### config.mk
export PLATFORM = sky130hd
export DESIGN_NAME = rom_load_ctrl_flat
export DESIGN_NICKNAME = d
export VERILOG_FILES = /design/src/rtl/rom_load_ctrl_if.sv /design/src/rtl/rom_load_ctrl.sv /design/src/flat_wrapper.sv
export SDC_FILE = /design/constraint.sdc
export NUM_CORES = 1
export LEC_CHECK = 0
export ABC_AREA = 1
export CORE_MARGIN = 2
export CORE_UTILIZATION = 25
export CTS_CLUSTER_SIZE = 16
export DETAILED_ROUTE_END_ITERATION = 16
export DONT_BUFFER_PORTS = 1
export PLACE_DENSITY = 0.41
export SLEW_MARGIN = 20
export SYNTH_ARGS = -nofsm -noshare
export SYNTH_HDL_FRONTEND = slang
export SYNTH_SLANG_ARGS = --single-unit
export TNS_END_PERCENT = 1
### constraint.sdc
create_clock -name clk_sys -period 4.5 [get_ports clk_sys]
set_clock_uncertainty 0.1 [all_clocks]
set_input_delay 0.9 -clock clk_sys [delete_from_list [all_inputs] [get_ports clk_sys]]
set_output_delay 0.9 -clock clk_sys [all_outputs]
set_load 0.02 [all_outputs]
### src/rtl/rom_load_ctrl_if.sv
// rom_load_ctrl_if: groups the host download port (ioctl_*), the region
// write port (rom_wr_*) and the core status flags of rom_load_ctrl.
// master = download host / ROM regions side, slave = rom_load_ctrl.
// Build option: CCLIMB_ROM_CHECKSUM_EN adds rom_checksum and expected_sum.
`timescale 1ns/1ps
interface rom_load_ctrl_if;
    logic        ioctl_download;
    logic        ioctl_wr;
    logic [24:0] ioctl_addr;
    logic [7:0]  ioctl_dout;
    logic        ioctl_wait;
    logic [15:0] rom_wr_addr;
    logic [7:0]  rom_wr_data;
    logic [3:0]  rom_wr_en;
    logic        rom_wr_ack;
    logic        core_reset;
    logic        load_done;
    logic        load_error;
`ifdef CCLIMB_ROM_CHECKSUM_EN
    logic [15:0] rom_checksum;
    logic [15:0] expected_sum;
`endif

    modport master (
        output ioctl_download, ioctl_wr, ioctl_addr, ioctl_dout, rom_wr_ack,
`ifdef CCLIMB_ROM_CHECKSUM_EN
        output expected_sum,
        input  rom_checksum,
`endif
        input  ioctl_wait, rom_wr_addr, rom_wr_data, rom_wr_en, core_reset, load_done, load_error
    );

    modport slave (
        input  ioctl_download, ioctl_wr, ioctl_addr, ioctl_dout, rom_wr_ack,
`ifdef CCLIMB_ROM_CHECKSUM_EN
        input  expected_sum,
        output rom_checksum,
`endif
        output ioctl_wait, rom_wr_addr, rom_wr_data, rom_wr_en, core_reset, load_done, load_error
    );
endinterface

### src/rtl/rom_load_ctrl.sv
// rom_load_ctrl: receives a byte-serial ROM image from the download host,
// splits it into four address regions (CPU, graphics, sound, colour PROM),
// hands each byte to its region with a write/ack handshake, verifies the
// image length and holds the game core in reset until a settle period after
// a good download.
// Build option: CCLIMB_ROM_CHECKSUM_EN adds a 16-bit running sum of accepted
// bytes (rom_checksum) compared with expected_sum at the end of the download.
`timescale 1ns/1ps
module rom_load_ctrl #(
    parameter logic [16:0] ROM_SIZE      = 17'h10000,
    parameter logic [15:0] GFX_BASE      = 16'h6000,
    parameter logic [15:0] SND_BASE      = 16'hA000,
    parameter logic [15:0] PROM_BASE     = 16'hE000,
    parameter logic [7:0]  SETTLE_CYCLES = 8'd255
) (
    input  logic           clk_sys,
    input  logic           reset_n,
    rom_load_ctrl_if.slave bus
);

    typedef enum logic [2:0] {
        IDLE   = 3'd0,
        LOAD   = 3'd1,
        WRITE  = 3'd2,
        SETTLE = 3'd3,
        RUN    = 3'd4
    } state_t;

    state_t      state;
    logic [16:0] byte_cnt;
    logic [7:0]  settle_cnt;
    logic        in_range;
    logic [3:0]  region_hit;
    logic        image_bad;

    // One-hot region select; the bases are ascending so the first match wins.
    function automatic logic [3:0] region_sel(input logic [24:0] addr);
        if (addr < {9'd0, GFX_BASE})
            return 4'b0001;
        else if (addr < {9'd0, SND_BASE})
            return 4'b0010;
        else if (addr < {9'd0, PROM_BASE})
            return 4'b0100;
        else
            return 4'b1000;
    endfunction

    // First address of the region picked by a one-hot select.
    function automatic logic [15:0] region_base(input logic [3:0] sel);
        case (sel)
            4'b0010: return GFX_BASE;
            4'b0100: return SND_BASE;
            4'b1000: return PROM_BASE;
            default: return 16'h0000;
        endcase
    endfunction

    // Byte counter increment that sticks at all-ones instead of wrapping.
    function automatic logic [16:0] sat_inc(input logic [16:0] v);
        return (v == 17'h1FFFF) ? v : v + 17'd1;
    endfunction

    assign in_range   = (bus.ioctl_addr < {8'd0, ROM_SIZE});
    assign region_hit = region_sel(bus.ioctl_addr);

`ifdef CCLIMB_ROM_CHECKSUM_EN
    logic [15:0] sum;
    assign bus.rom_checksum = sum;
    assign image_bad = (byte_cnt != ROM_SIZE) || (sum != bus.expected_sum);
`else
    assign image_bad = (byte_cnt != ROM_SIZE);
`endif

    // Download sequencer: owns every output so they all come straight from flops.
    always_ff @(posedge clk_sys or negedge reset_n) begin
        if (!reset_n) begin
            state           <= IDLE;
            byte_cnt        <= 17'd0;
            settle_cnt      <= 8'd0;
            bus.ioctl_wait  <= 1'b0;
            bus.rom_wr_addr <= 16'h0000;
            bus.rom_wr_data <= 8'h00;
            bus.rom_wr_en   <= 4'b0000;
            bus.core_reset  <= 1'b1;
            bus.load_done   <= 1'b0;
            bus.load_error  <= 1'b0;
`ifdef CCLIMB_ROM_CHECKSUM_EN
            sum             <= 16'h0000;
`endif
        end else begin
            case (state)
                IDLE: begin
                    bus.core_reset <= 1'b1;
                    bus.load_done  <= 1'b0;
                    if (bus.ioctl_download) begin
                        state          <= LOAD;
                        byte_cnt       <= 17'd0;
                        bus.load_error <= 1'b0;
`ifdef CCLIMB_ROM_CHECKSUM_EN
                        sum            <= 16'h0000;
`endif
                    end
                end

                LOAD: begin
                    if (!bus.ioctl_download) begin
                        // End of the download window: judge the image, then settle.
                        if (image_bad)
                            bus.load_error <= 1'b1;
                        settle_cnt <= SETTLE_CYCLES;
                        state      <= SETTLE;
                    end else if (bus.ioctl_wr) begin
                        if (in_range) begin
                            bus.rom_wr_addr <= bus.ioctl_addr[15:0] - region_base(region_hit);
                            bus.rom_wr_data <= bus.ioctl_dout;
                            bus.rom_wr_en   <= region_hit;
                            bus.ioctl_wait  <= 1'b1;
                            state           <= WRITE;
                        end else begin
                            bus.load_error <= 1'b1;
                        end
                    end
                end

                WRITE: begin
                    // The host must not strobe while we stall it; such bytes are lost.
                    if (bus.ioctl_wr)
                        bus.load_error <= 1'b1;
                    // The pending write always completes, even if the window closed.
                    if (bus.rom_wr_ack) begin
                        bus.rom_wr_en   <= 4'b0000;
                        bus.ioctl_wait  <= 1'b0;
                        bus.rom_wr_addr <= 16'h0000;
                        bus.rom_wr_data <= 8'h00;
                        byte_cnt        <= sat_inc(byte_cnt);
`ifdef CCLIMB_ROM_CHECKSUM_EN
                        sum             <= sum + {8'd0, bus.rom_wr_data};
`endif
                        state           <= LOAD;
                    end
                end

                SETTLE: begin
                    if (bus.ioctl_download) begin
                        state          <= LOAD;
                        bus.core_reset <= 1'b1;
                        byte_cnt       <= 17'd0;
                        bus.load_error <= 1'b0;
`ifdef CCLIMB_ROM_CHECKSUM_EN
                        sum            <= 16'h0000;
`endif
                    end else if (settle_cnt == 8'd0) begin
                        if (bus.load_error) begin
                            state <= IDLE;
                        end else begin
                            state          <= RUN;
                            bus.core_reset <= 1'b0;
                            bus.load_done  <= 1'b1;
                        end
                    end else begin
                        settle_cnt <= settle_cnt - 8'd1;
                    end
                end

                RUN: begin
                    if (bus.ioctl_download) begin
                        state          <= LOAD;
                        bus.core_reset <= 1'b1;
                        bus.load_done  <= 1'b0;
                        byte_cnt       <= 17'd0;
                        bus.load_error <= 1'b0;
`ifdef CCLIMB_ROM_CHECKSUM_EN
                        sum            <= 16'h0000;
`endif
                    end
                end

                default: begin
                    state          <= IDLE;
                    bus.core_reset <= 1'b1;
                    bus.load_done  <= 1'b0;
                    bus.rom_wr_en  <= 4'b0000;
                    bus.ioctl_wait <= 1'b0;
                end
            endcase
        end
    end

endmodule

### src/flat_wrapper.sv
// flat-port wrapper written by rule: the top's interface ports become plain ports
module rom_load_ctrl_flat 
#(
    parameter logic [16:0] ROM_SIZE      = 17'h10000,
    parameter logic [15:0] GFX_BASE      = 16'h6000,
    parameter logic [15:0] SND_BASE      = 16'hA000,
    parameter logic [15:0] PROM_BASE     = 16'hE000,
    parameter logic [7:0]  SETTLE_CYCLES = 8'd255
)
  (clk_sys, reset_n, bus_ioctl_download, bus_ioctl_wr, bus_ioctl_addr, bus_ioctl_dout, bus_rom_wr_ack, bus_ioctl_wait, bus_rom_wr_addr, bus_rom_wr_data, bus_rom_wr_en, bus_core_reset, bus_load_done, bus_load_error);
  rom_load_ctrl_if bus_i ();
  input  logic clk_sys;
  input  logic reset_n;
  input wire logic [$bits(bus_i.ioctl_download)-1:0] bus_ioctl_download;
  input wire logic [$bits(bus_i.ioctl_wr)-1:0] bus_ioctl_wr;
  input wire logic [$bits(bus_i.ioctl_addr)-1:0] bus_ioctl_addr;
  input wire logic [$bits(bus_i.ioctl_dout)-1:0] bus_ioctl_dout;
  input wire logic [$bits(bus_i.rom_wr_ack)-1:0] bus_rom_wr_ack;
  output wire logic [$bits(bus_i.ioctl_wait)-1:0] bus_ioctl_wait;
  output wire logic [$bits(bus_i.rom_wr_addr)-1:0] bus_rom_wr_addr;
  output wire logic [$bits(bus_i.rom_wr_data)-1:0] bus_rom_wr_data;
  output wire logic [$bits(bus_i.rom_wr_en)-1:0] bus_rom_wr_en;
  output wire logic [$bits(bus_i.core_reset)-1:0] bus_core_reset;
  output wire logic [$bits(bus_i.load_done)-1:0] bus_load_done;
  output wire logic [$bits(bus_i.load_error)-1:0] bus_load_error;
  assign bus_i.ioctl_download = bus_ioctl_download;
  assign bus_i.ioctl_wr = bus_ioctl_wr;
  assign bus_i.ioctl_addr = bus_ioctl_addr;
  assign bus_i.ioctl_dout = bus_ioctl_dout;
  assign bus_i.rom_wr_ack = bus_rom_wr_ack;
  assign bus_ioctl_wait = bus_i.ioctl_wait;
  assign bus_rom_wr_addr = bus_i.rom_wr_addr;
  assign bus_rom_wr_data = bus_i.rom_wr_data;
  assign bus_rom_wr_en = bus_i.rom_wr_en;
  assign bus_core_reset = bus_i.core_reset;
  assign bus_load_done = bus_i.load_done;
  assign bus_load_error = bus_i.load_error;
  rom_load_ctrl #(.ROM_SIZE(ROM_SIZE), .GFX_BASE(GFX_BASE), .SND_BASE(SND_BASE), .PROM_BASE(PROM_BASE), .SETTLE_CYCLES(SETTLE_CYCLES)) u_core (.clk_sys(clk_sys), .reset_n(reset_n), .bus(bus_i));
endmodule
* Word-level counts from Yosys, hierarchy flattened
Index checks and enable logic that the tools add are counted.
Widths: inputs -> output; s select.
** Word-level totals
- Output and inout bits :: 32
- Register bits :: 60
- Logic and storage cells :: 126
- Bits of input ports :: 38
** Operators by class
- Bitwise operators :: 2
- Multiplexer cells :: 61
- $add $sub $neg :: 3
- Reduce and logical (&&, ||, !) cells :: 17
- Equal/unequal tests :: 29
- Order comparisons :: 4
** Operator list (count)
- $mux 16 :: 8
- $mux 8 :: 7
- $mux 17 :: 3
- $lt 25x16->1 const B :: 2
- $pmux 16 s3 :: 1
- $pmux 17 s2 :: 1
- $pmux 16 s2 :: 1
- $pmux 8 s2 :: 2
- $mux 4 :: 7
- $lt 25x15->1 const B :: 1
- $lt 25x17->1 const B :: 1
- $mux 3 :: 8
- $ne 2x2->1 const B :: 10
- $reduce_and 5->1 :: 4
- $add 17x1->17 const B :: 1
- $eq 17x17->1 const B :: 1
- $mux 1 :: 17
- $ne 17x17->1 const B :: 1
- $sub 16x16->16 :: 1
- $pmux 1 s3 :: 4
- $pmux 3 s4 :: 1
- $pmux 4 s3 :: 1
- $reduce_and 4->1 :: 3
- $ne 3x2->1 const B :: 3
- 17 further kinds :: 27

* Depth between registers and ports, before layout
Gate-level depths: netlist of run 1.
- Depth after elaboration :: 15
- Gate-level depth with buffers :: 14

* Worst setup path before layout of run 1
OpenSTA, ideal clock, no wires.
- Path kind :: input -> register
- Start :: input port bus_ioctl_addr[21]
- End :: register u_core.bus.rom_wr_addr[15]
- Setup time :: 0.117 ns
- Arrival :: 2.334 ns
- Path slack :: 1.949 ns
- Cell stages on the path :: 11
- Cells stage by stage :: nor2_1 nand2_1 nor2_4 nand2_1 o21ai_0 inv_1 fa_1 xor2_1 nand3_1 nand3_1 nand2_1
** On the way
- Word-level cells in the longest chain between the ends :: 15
** Ends and longest elaborated chain
- start: declaration :: RTL line flat_wrapper.sv:16 : input wire logic [$bits(bus_i.ioctl_addr)-1:0] bus_ioctl_addr;
- $lt 25x16->1 :: RTL line rom_load_ctrl.sv:42 : else if (addr < {9'd0, PROM_BASE})
- $mux 4 :: RTL line rom_load_ctrl.sv:42
- $mux 4 :: RTL line rom_load_ctrl.sv:40 : else if (addr < {9'd0, SND_BASE})
- $mux 4 :: RTL line rom_load_ctrl.sv:38 : if (addr < {9'd0, GFX_BASE})
- $eq 4x4->1, or another cell as far along :: RTL line rom_load_ctrl.sv:50 : case (sel)
- $pmux 16 s3 :: RTL line rom_load_ctrl.sv:50
- $mux 16 :: RTL line rom_load_ctrl.sv:113 : if (in_range) begin
- $mux 16 :: RTL line rom_load_ctrl.sv:112 : end else if (bus.ioctl_wr) begin
- $mux 16 :: RTL line rom_load_ctrl.sv:106 : if (!bus.ioctl_download) begin
- $mux 16 :: RTL line rom_load_ctrl.sv:91 : case (state)
- $sub 16x16->16 :: RTL line rom_load_ctrl.sv:114 : bus.rom_wr_addr <= bus.ioctl_addr[15:0] - region_base(region_hit);
- $mux 16 :: RTL line rom_load_ctrl.sv:113
- $mux 16 :: RTL line rom_load_ctrl.sv:112
- $mux 16 :: RTL line rom_load_ctrl.sv:106
- $pmux 16 s2 :: RTL line rom_load_ctrl.sv:91
- end signal: assignment :: RTL line rom_load_ctrl.sv:114
- end: declaration :: RTL line rom_load_ctrl_if.sv:39 : output ioctl_wait, rom_wr_addr, rom_wr_data, rom_wr_en, core_reset, load_done, load_error
Several ways; a longest one is shown, not always the timed one. The select of a mux whose other input is x is not followed.
A chain may end at the register's enable or synchronous reset.

* Worst setup path after layout of run 1
- Start :: register u_core.byte_cnt[0]
- End :: register u_core.byte_cnt[6]
** On the way
- Word-level cells in the longest chain between the ends :: 4
** Ends and longest elaborated chain
- start: declaration :: RTL line rom_load_ctrl.sv:30 : logic [16:0] byte_cnt;
- start signal: assignment :: RTL line rom_load_ctrl.sv:135 : byte_cnt <= sat_inc(byte_cnt);
- $add 17x1->17 :: RTL line rom_load_ctrl.sv:60 : return (v == 17'h1FFFF) ? v : v + 17'd1;
- $mux 17 :: RTL line rom_load_ctrl.sv:60
- $mux 17 :: RTL line rom_load_ctrl.sv:130 : if (bus.rom_wr_ack) begin
- $pmux 17 s2 :: RTL line rom_load_ctrl.sv:91
Several ways; a longest one is shown, not always the timed one. The select of a mux whose other input is x is not followed.

==> impl_metrics.json, run 1 <==
{
  "gp_congestion": 0.802,
  "dr_wl_met2_um": 4000,
  "cts.htree.levels": 3,
  "synth.yosys.seq_area_share_pct": 44.4,
  "synth_top_flop_cell": "dfrtp_1",
  "final.min_clock_period_ns": 2.35,
  "grt_start_max_net_pins": 61,
  "cts_buffers": 9,
  "worstSetupPathType": "reg2reg",
  "dp_hpwl_um": 6040,
  "fmax_mhz": 426,
  "initial_core_util_pct": 25.5,
  "layout.nets": 506,
  "critPathMaxFanout": 8,
  "ant_nets": 0,
  "syn_area_sq_mm": 0.00338,
  "grt_pass1_wl_um": 14200,
  "yosys.area.top_type": "dfrtp_1",
  "vias": 2842,
  "cp.required_ns": 4.66,
  "worst-path-buf-inv": 0,
  "crit_path_end_kind": "register",
  "finalWirelength_um": 8520,
  "ctsHoldBuffers": 0,
  "synth.most_common_cell": "nand2_1",
  "reg2reg_from": "u_core.byte_cnt[0]",
  "tns_ns": 0,
  "rr_endpoint": "u_core.byte_cnt[6]",
  "wl_met1_um": 4030,
  "drive_above_1_share_pct": 7.71,
  "route.met3.wl_um": 401,
  "place_area_sq_mm": 0.00353,
  "setup_slack_ns": 2.15,
  "power_density_mw_per_mm2": 535,
  "cts_root_buf": "clkbuf_16",
  "synth_edf_count": 0,
  "leakage_nw": 1.94,
  "hold_path.class": "in2async",
  "syn_nets": 503,
  "die_area_sq_mm": 0.0145,
  "viasPerCell": 4.42,
  "final_core_util_pct": 29.5,
  "fin_area_sq_mm": 0.00390,
  "grt_usage_pct": 12.3,
  "grt_pass1_vias": 2829,
  "r2r_cells": 12,
  "worst_pin_slew_ns": 0.954,
  "critPathSlowestCell": "dfrtp_1",
  "wire_per_inst_um": 13.3,
  "grt_setup_unrepaired": "false",
  "post_synth_num_cell_types": 30,
  "io_pins": 70,
  "num_rows": 42,
  "status": "finished, final reports clean",
  "drtPass1Iterations": 4,
  "post_cts_resized": 0,
  "period_share_pct": 52.2,
  "clk_latency_ns": 0.33,
  "clkSinkCount": 60,
  "avgSynthCellArea_sq_um": 7.37,
  "dp_slack_ns": 1.71,
  "maxCapViolCount": 0,
  "portBuffers": 0,
  "core_area_sq_mm": 0.0132,
  "maxSlewViolCount": 0,
  "die_h_um": 120,
  "crit_chain": "ha_1 -> nand2_1 -> nor2_1 -> nand2_1 -> nor3_1 -> ha_1 -> nand2_1 -> nand2_1 -> nand2_2 -> nand4_1 -> a21oi_1 -> nor2_1",
  "synth_common_cells": "nand2_1 (168), dfrtp_1 (59), nor2_1 (53), inv_1 (47), nand3_1 (34)",
  "top_layer_used": "met4",
  "cts_tree": "done",
  "r2r_slack_ns": 2.15,
  "die_x_um": 120,
  "place_inst": 627,
  "setup_viol": 0,
  "hold_viol": 0,
  "synth_cells": 459,
  "drtIter0Drc": 139,
  "slowest_delay_ns": 0.41,
  "path_clk_slew_ns": 0.06,
  "ys_ff_latch": 60,
  "synth_top_area_share_pct": 43.7,
  "antenna_found_initial": 0,
  "cts_setup_buffers": 0,
  "syn_to_final_growth_pct": 15.5,
  "netlist_top_cells_area": "dfrtp_1 (44%), nand2_1 (19%), nor2_1 (5.9%)",
  "worstPathArrival_ns": 2.51,
  "n_antenna_cell": 0,
  "finalNonFillerCells": 643,
  "cts.path.max_buffers": 2,
  "post-route-drc-count": 0,
  "yosysWarningCount": 0,
  "grt-ovfl-total": 0,
  "crit_family": "simple AND/OR/NAND/NOR gates",
  "peakVddDrop_mv": 0.197,
  "max_slew_margin_pct": 36.3,
  "async_flop_share_pct": 100,
  "start_kind": "register",
  "cp_common_cell": "nand2_1"
}
[how the worst max path moves through the flow]
stage	startpoint	end	depth (start not counted)
after floorplan	bus_ioctl_addr[21]	u_core.bus.rom_wr_addr[15]	11
after global placement	bus_ioctl_addr[24]	u_core.bus.rom_wr_en[3]	7
after detailed placement	bus_ioctl_addr[21]	u_core.bus.rom_wr_en[3]	7
after CTS	bus_ioctl_addr[21]	u_core.bus.rom_wr_en[3]	7
after global routing	u_core.byte_cnt[0]	u_core.byte_cnt[8]	11
final	u_core.byte_cnt[0]	u_core.byte_cnt[6]	12
[worst register-to-register path, cell delays in order (launching register included)]
cell	delay, ns
dfrtp_1	0.41
ha_1	0.24
nand2_1	0.12
nor2_1	0.17
nand2_1	0.11
nor3_1	0.27
ha_1	0.20
nand2_1	0.05
nand2_1	0.08
nand2_2	0.07
nand4_1	0.25
a21oi_1	0.07
nor2_1	0.14
[cell families after synthesis]
logic type,synth area share (%)
buffers and inverters,7.36
adders and majority gates,2.44
DFF,44.4
AOI/OAI and AO/OA,5.48
xor gates and xnor gates,1.04
and+or+nand+nor,39.2
[final cells by class]
| cell class | instances | area [sq um] |
|---|---|---|
| clock buffers | 9 | 225 |
| clock inverters | 7 | 139 |
| fillers | 1440 | 9340 |
| inverters | 48 | 180 |
| multi-input cells | 343 | 1640 |
| flip-flops and latches | 60 | 1500 |
| well taps | 176 | 220 |
[per-layer routing]
| layer | vias up | track usage, % |
|---|---|---|
| li1 | 1471 | - |
| met1 | 1312 | 15.9 |
| met2 | 49 | 20.0 |
| met3 | 10 | 3.82 |
| met4 | 0 | 3.49 |
| met5 | - | 0 |
[registers in the layout, indices dropped and copies added (netlist names)]
| register | flops |
|---|---|
| u_core.bus.rom_wr_en | 4 |
| u_core.bus.rom_wr_addr | 16 |
| u_core.settle_cnt | 8 |
| u_core.bus.core_reset | 1 |
| u_core.bus.ioctl_wait | 1 |
| u_core.state | 3 |
| u_core.bus.load_done | 1 |
| u_core.byte_cnt | 17 |
| u_core.bus.rom_wr_data | 8 |
| u_core.bus.load_error | 1 |
[power breakdown]
part / switching (mW) / internal [mW]
logic: 0.429 / 0.153
clock network: 0.258 / 0.596
registers: 0.0604 / 0.594
[stage by stage]
stage | hold slack, ns | total power [mW]
6_report | 0.161 | 2.09
5_1_grt | 0.143 | 2.22
4_1_cts | 0.149 | 2.12
3_5_place_dp | 0.387 | 1.25
3_3_place_gp | 0.379 | 1.25
2_1_floorplan | 0.349 | 1.15
[placed cells by master (no fill, tap or decap), drive strengths merged, types with 4 or more instances in the layout]
cell type    n
nand2      176
dfrtp       59
nor2        59
inv         48
nand3       36
o21ai       28
nand4       19
clkbuf       9
ha           5
a21oi        4
nand3b       4
xor2         4
bufinv       4
Power figures use the tool's default switching activity.
==> run 2, diff against run 1 <==
Clock period 4.5 ns to 2.4 ns, I/O delays scaled along.
==> impl_metrics.json, run 2 (synthesis results as in run 1) <==
{
  "p_int_mw": 2.13,
  "grt_util_met1_pct": 16.7,
  "grt_pass1_vias": 2840,
  "core_area_sq_mm": 0.0132,
  "largestRegisters": "u_core.byte_cnt x17, u_core.bus.rom_wr_addr x16",
  "use_met2_pct": 20.1,
  "die_x_um": 120,
  "critPathSlowestCell": "dfrtp_1",
  "largest_reg_flops": 17,
  "worst-path-buf-inv": 0,
  "worstSetupPathType": "reg2reg",
  "max_slew_margin_pct": 68.7,
  "p_sw_mw": 1.40,
  "hp-start": "bus_ioctl_addr[12]",
  "crit_family": "simple AND/OR/NAND/NOR gates",
  "initial_core_util_pct": 25.5,
  "final.min_clock_period_ns": 2.12,
  "clkSinkCount": 60,
  "r2r_cells": 12,
  "worst_pin_slew_ns": 0.466,
  "wire_per_inst_um": 13.3,
  "busiest_layer": "met2",
  "layout.nets": 519,
  "grt_setup_unrepaired": "false",
  "critPathMaxFanout": 8,
  "crit_chain": "ha_1 -> nand2_1 -> nor2_1 -> nand2_1 -> nor3_2 -> ha_1 -> nand2_1 -> nand2_1 -> nand2_2 -> nand4_1 -> a21oi_1 -> nor2_1",
  "grt.met3_usage_pct": 3.54,
  "power_density_mw_per_mm2": 901,
  "fmax_mhz": 471,
  "start_kind": "register",
  "grt_start_max_net_pins": 61,
  "finalNonFillerCells": 656,
  "io_pins": 70,
  "tns_ns": 0,
  "antenna_found_initial": 0,
  "drtIter0Drc": 140,
  "status": "finished, final reports clean",
  "r2r_slack_ns": 0.28,
  "grt-ovfl-total": 0,
  "vias": 2907,
  "crit_path_end_kind": "register",
  "p_clk_share_pct": 32.9,
  "worstPathArrival_ns": 2.24,
  "peakVddDrop_mv": 0.345,
  "drtPass1Iterations": 4,
  "post-route-drc-count": 0,
  "setup_viol": 0,
  "place_inst": 638,
  "die_area_sq_mm": 0.0145,
  "num_rows": 42,
  "clk_latency_ns": 0.33,
  "worstHoldPathCells": 2,
  "layout_commonest_cell": "nand2_1",
  "comb_power_share_pct": 32.9,
  "hold-path-endpoint": "u_core.bus.rom_wr_addr[12]",
  "cts.htree.levels": 3,
  "hold_path.class": "in2reg",
  "cts_buffers": 9,
  "syn_to_final_growth_pct": 16.0,
  "final_core_util_pct": 29.6,
  "drive_above_1_share_pct": 9.79,
  "grt_usage_pct": 12.6,
  "cp.required_ns": 2.52,
  "cts_root_buf": "clkbuf_16",
  "reg2reg_from": "u_core.byte_cnt[1]",
  "maxSlewViolCount": 0,
  "final_cell_mix": "nand2_1 (168), dfrtp_1 (59), nor2_1 (52), inv_1 (47), nand3_1 (34)",
  "leakage_nw": 1.97,
  "dp_hpwl_um": 6290,
  "finalWirelength_um": 8690,
  "slowest_delay_ns": 0.41,
  "n_antenna_cell": 0,
  "die_h_um": 120,
  "cp_common_cell": "nand2_1",
  "ant_nets": 0,
  "cts_tree": "done",
  "pwr-share-seq_pct": 34.2,
  "period_share_pct": 88.5,
  "viasPerCell": 4.43,
  "path_clk_slew_ns": 0.06,
  "swShare_pct": 39.7,
  "rr_endpoint": "u_core.byte_cnt[6]",
  "maxCapViolCount": 0,
  "gp_congestion": 0.802,
  "grt_pass1_wl_um": 14400,
  "portBuffers": 0,
  "regMostFlops": "u_core.byte_cnt",
  "hold_viol": 0,
  "cts.path.max_buffers": 2
}
run 2: stage by stage:
stage / cell area, sq um / setup slack (ns) / hold slack, ns / total power [mW]
after floorplan: 3380 / 0.269 / 0.0844 / 2.15
after global placement: 3620 / 0.233 / 0.0867 / 2.36
after detailed placement: 3620 / 0.201 / 0.0866 / 2.38
after CTS: 3920 / 0.253 / 0.161 / 3.60
after global routing: 3920 / 0.0100 / 0.167 / 3.81
final: 3920 / 0.277 / 0.170 / 3.53
run 2: area by class of cell:
cell class              count  area, sq um
clock inverters             5         28.8
clock buffers              11          233
well taps                 176          220
repair buffers             13          120
inverters                  48          180
flip-flops and latches     60         1500
multi-input cells         343         1640
fillers                  1458         9320
run 2: what timing repair did:
action | CTS | global route
hold buffers | 2 | 0
setup endpoints to repair | 0 | 2
setup buffers | 0 | 0
gates resized for setup | 0 | 1
hold endpoints to repair | 60 | 0
run 2: how the worst max path moves through the flow:
stage	start	endpoint	cells after the start
after global routing	u_core.byte_cnt[1]	u_core.byte_cnt[13]	12
after floorplan	bus_ioctl_addr[21]	u_core.bus.rom_wr_addr[15]	11
after CTS	u_core.byte_cnt[1]	u_core.byte_cnt[13]	11
after detailed placement	bus_ioctl_addr[21]	u_core.bus.rom_wr_addr[15]	11
after global placement	bus_ioctl_addr[21]	u_core.bus.rom_wr_addr[15]	13
final	u_core.byte_cnt[1]	u_core.byte_cnt[6]	12
run 2: power groups by stage:
stage,Sequential (mW),Clock (mW),Combinational (mW)
after global placement,1.23,0,1.14
final,1.21,1.16,1.16
after global routing,1.22,1.25,1.34
after floorplan,1.21,0,0.941
after CTS,1.21,1.20,1.19
after detailed placement,1.23,0,1.15
run 2: routing by layer:
layer	wire (um)	part of all wire, %	vias up
met3	369	4.2	10
li1	-	-	1492
met2	4030	46	47
met1	4200	48	1358
met4	101	1.2	0
met5	0	0	-
==> run 3, diff against run 2 <==
--- a/config.mk
+++ b/config.mk
@@ -8,9 +8,9 @@
 export ABC_AREA = 1
 export CORE_MARGIN = 2
-export CORE_UTILIZATION = 25
+export CORE_UTILIZATION = 60
 export CTS_CLUSTER_SIZE = 16
 export DETAILED_ROUTE_END_ITERATION = 16
 export DONT_BUFFER_PORTS = 1
-export PLACE_DENSITY = 0.41
+export PLACE_DENSITY = 0.79
 export SLEW_MARGIN = 20
 export SYNTH_ARGS = -nofsm -noshare
==> constraint.sdc (replaced) <==
create_clock -name clk_sys -period 2.4 [get_ports clk_sys]
set_clock_uncertainty 0.1 [all_clocks]
set_input_delay 0.12 -clock clk_sys [delete_from_list [all_inputs] [get_ports clk_sys]]
set_output_delay 0.12 -clock clk_sys [all_outputs]
set_load 0.02 [all_outputs]
==> impl_metrics.json, run 3 (synthesis results as in run 1) <==
{
  "portBuffers": 0,
  "final_cell_mix": "nand2_1 (168), dfrtp_1 (59), nor2_1 (52), inv_1 (47), nand3_1 (34)",
  "die_h_um": 79.1,
  "largestRegisters": "u_core.byte_cnt x17, u_core.bus.rom_wr_addr x16",
  "cp.required_ns": 2.58,
  "tns_ns": 0,
  "drtIter0Drc": 189,
  "layout_commonest_cell": "nand2_1",
  "drive_above_1_share_pct": 8.42,
  "clk_latency_ns": 0.35,
  "power_density_mw_per_mm2": 868,
  "leakage_nw": 2.02,
  "hold_ws_ns": 0.0114,
  "cts.htree.levels": 3,
  "die_x_um": 79.1,
  "ant_nets": 0,
  "worst_pin_slew_ns": 0.480,
  "grt_pass1_vias": 3050,
  "io_pins": 70,
  "clkSinkCount": 60,
  "finalWirelength_um": 8330,
  "hold_viol": 0,
  "maxCapViolCount": 0,
  "grt_pass1_wl_um": 13500,
  "path_clk_slew_ns": 0.07,
  "layout.nets": 538,
  "setup_viol": 0,
  "final_core_util_pct": 72.2,
  "core_area_sq_mm": 0.00547,
  "period_share_pct": 90.8,
  "crit_path_end_kind": "register",
  "regMostFlops": "u_core.byte_cnt",
  "die_area_sq_mm": 0.00625,
  "cts_tree": "done",
  "vias": 3154,
  "worstPathArrival_ns": 2.36,
  "cts_buffers": 9,
  "status": "finished, final reports clean",
  "fin_area_sq_mm": 0.00395,
  "num_rows": 27,
  "grt-ovfl-total": 0,
  "n_antenna_cell": 0,
  "grt_start_max_net_pins": 61,
  "post_cts_resized": 0,
  "fmax_mhz": 459,
  "worstSetupPathType": "reg2reg",
  "critPathMaxFanout": 26,
  "viasPerCell": 5.52,
  "post-route-drc-count": 0,
  "start_kind": "register",
  "cts_root_buf": "clkbuf_8",
  "maxSlewViolCount": 0,
  "place_area_sq_mm": 0.00343,
  "largest_reg_flops": 17,
  "peakVddDrop_mv": 0.593,
  "antenna_found_initial": 0,
  "p_total_mw": 3.43,
  "final.min_clock_period_ns": 2.18,
  "dp_hpwl_um": 5580,
  "wire_per_inst_um": 14.6,
  "hold_path.class": "in2reg",
  "initial_core_util_pct": 61.8,
  "syn_to_final_growth_pct": 17.0,
  "cts.path.max_buffers": 2,
  "max_slew_margin_pct": 67.9,
  "gp_congestion": 0.896,
  "grt_usage_pct": 28.1,
  "drtPass1Iterations": 5
}
run 3: changes by cell type in the layout (fill, tap and decap cells not counted):
cell	previous run	this run
nor3_1	2	3
clkbuf_8	0	10
clkbuf_1	2	0
bufinv_16	0	2
clkinv_2	4	2
nor3_2	1	0
clkbuf_16	9	0
buf_4	11	5
dlygate4sd3_1	1	26
clkinv_4	1	0
clkinvlp_4	0	1
inv_6	0	1
run 3: path summary, 6_finish.rpt:
| check | start | depth (start not counted) | slack [ns] | end |
|---|---|---|---|---|
| max | u_core.byte_cnt[0] | 13 | 0.22 | u_core.byte_cnt[10] |
| min reg2reg | u_core.bus.core_reset | 2 | 0.42 | u_core.bus.core_reset |
| max reg2reg | u_core.byte_cnt[0] | 13 | 0.22 | u_core.byte_cnt[10] |
| max in group asynchronous | reset_n | 2 | 1.73 | u_core.bus.core_reset |
| min | bus_ioctl_addr[13] | 4 | 0.01 | u_core.bus.rom_wr_en[3] |
| min in group asynchronous | reset_n | 2 | 0.18 | u_core.settle_cnt[5] |
run 3: what timing repair did:
| action | in CTS | in global routing |
|---|---|---|
| endpoints found under the setup margin | 0 | 4 |
| hold buffers | 27 | 0 |
| buffers inserted | 0 | 2 |
| endpoints found under the hold margin | 84 | 0 |
run 3: critical path, stage by stage, from the launching register on:
cell	delay, ns
dfrtp_1	0.42
ha_1	0.26
nand2_1	0.13
nor2_1	0.07
nand2_1	0.08
nor3_1	0.05
ha_1	0.17
nand2_1	0.07
nand2_1	0.06
nand2_2	0.08
nand2_4	0.07
nor2_8	0.29
nand4_1	0.14
o21ai_1	0.10
run 3: final cells by class:
cell class,count,area [sq um]
flip-flops and latches,60,1500
fillers,427,1520
repair buffers,32,325
clock inverters,6,86.3
clock buffers,10,138
well taps,72,90.1
inverters,48,180
multi-input cells,343,1630
run 3: stage by stage:
| stage | instances | setup slack (ns) |
|---|---|---|
| finish | 571 | 0.220 |
| global route | 571 | -0.0248 |
| CTS | 569 | 0.235 |
| detailed placement | 526 | 0.252 |
| global placement | 526 | 0.347 |
| floorplan | 459 | 0.455 |
run 3: where the power goes:
group / internal [mW] / switching, mW / total, mW
clock: 0.612 / 0.430 / 1.04
combinational: 0.350 / 0.814 / 1.16
sequential: 1.11 / 0.114 / 1.23
run 3: routing by layer:
layer	up-vias	share of wire [%]	GRT usage [%]
li1	1535	-	-
met1	1490	40	34.3
met2	112	52	47.4
met3	17	5.3	5.80
met4	0	2.1	13.8
met5	-	0	0
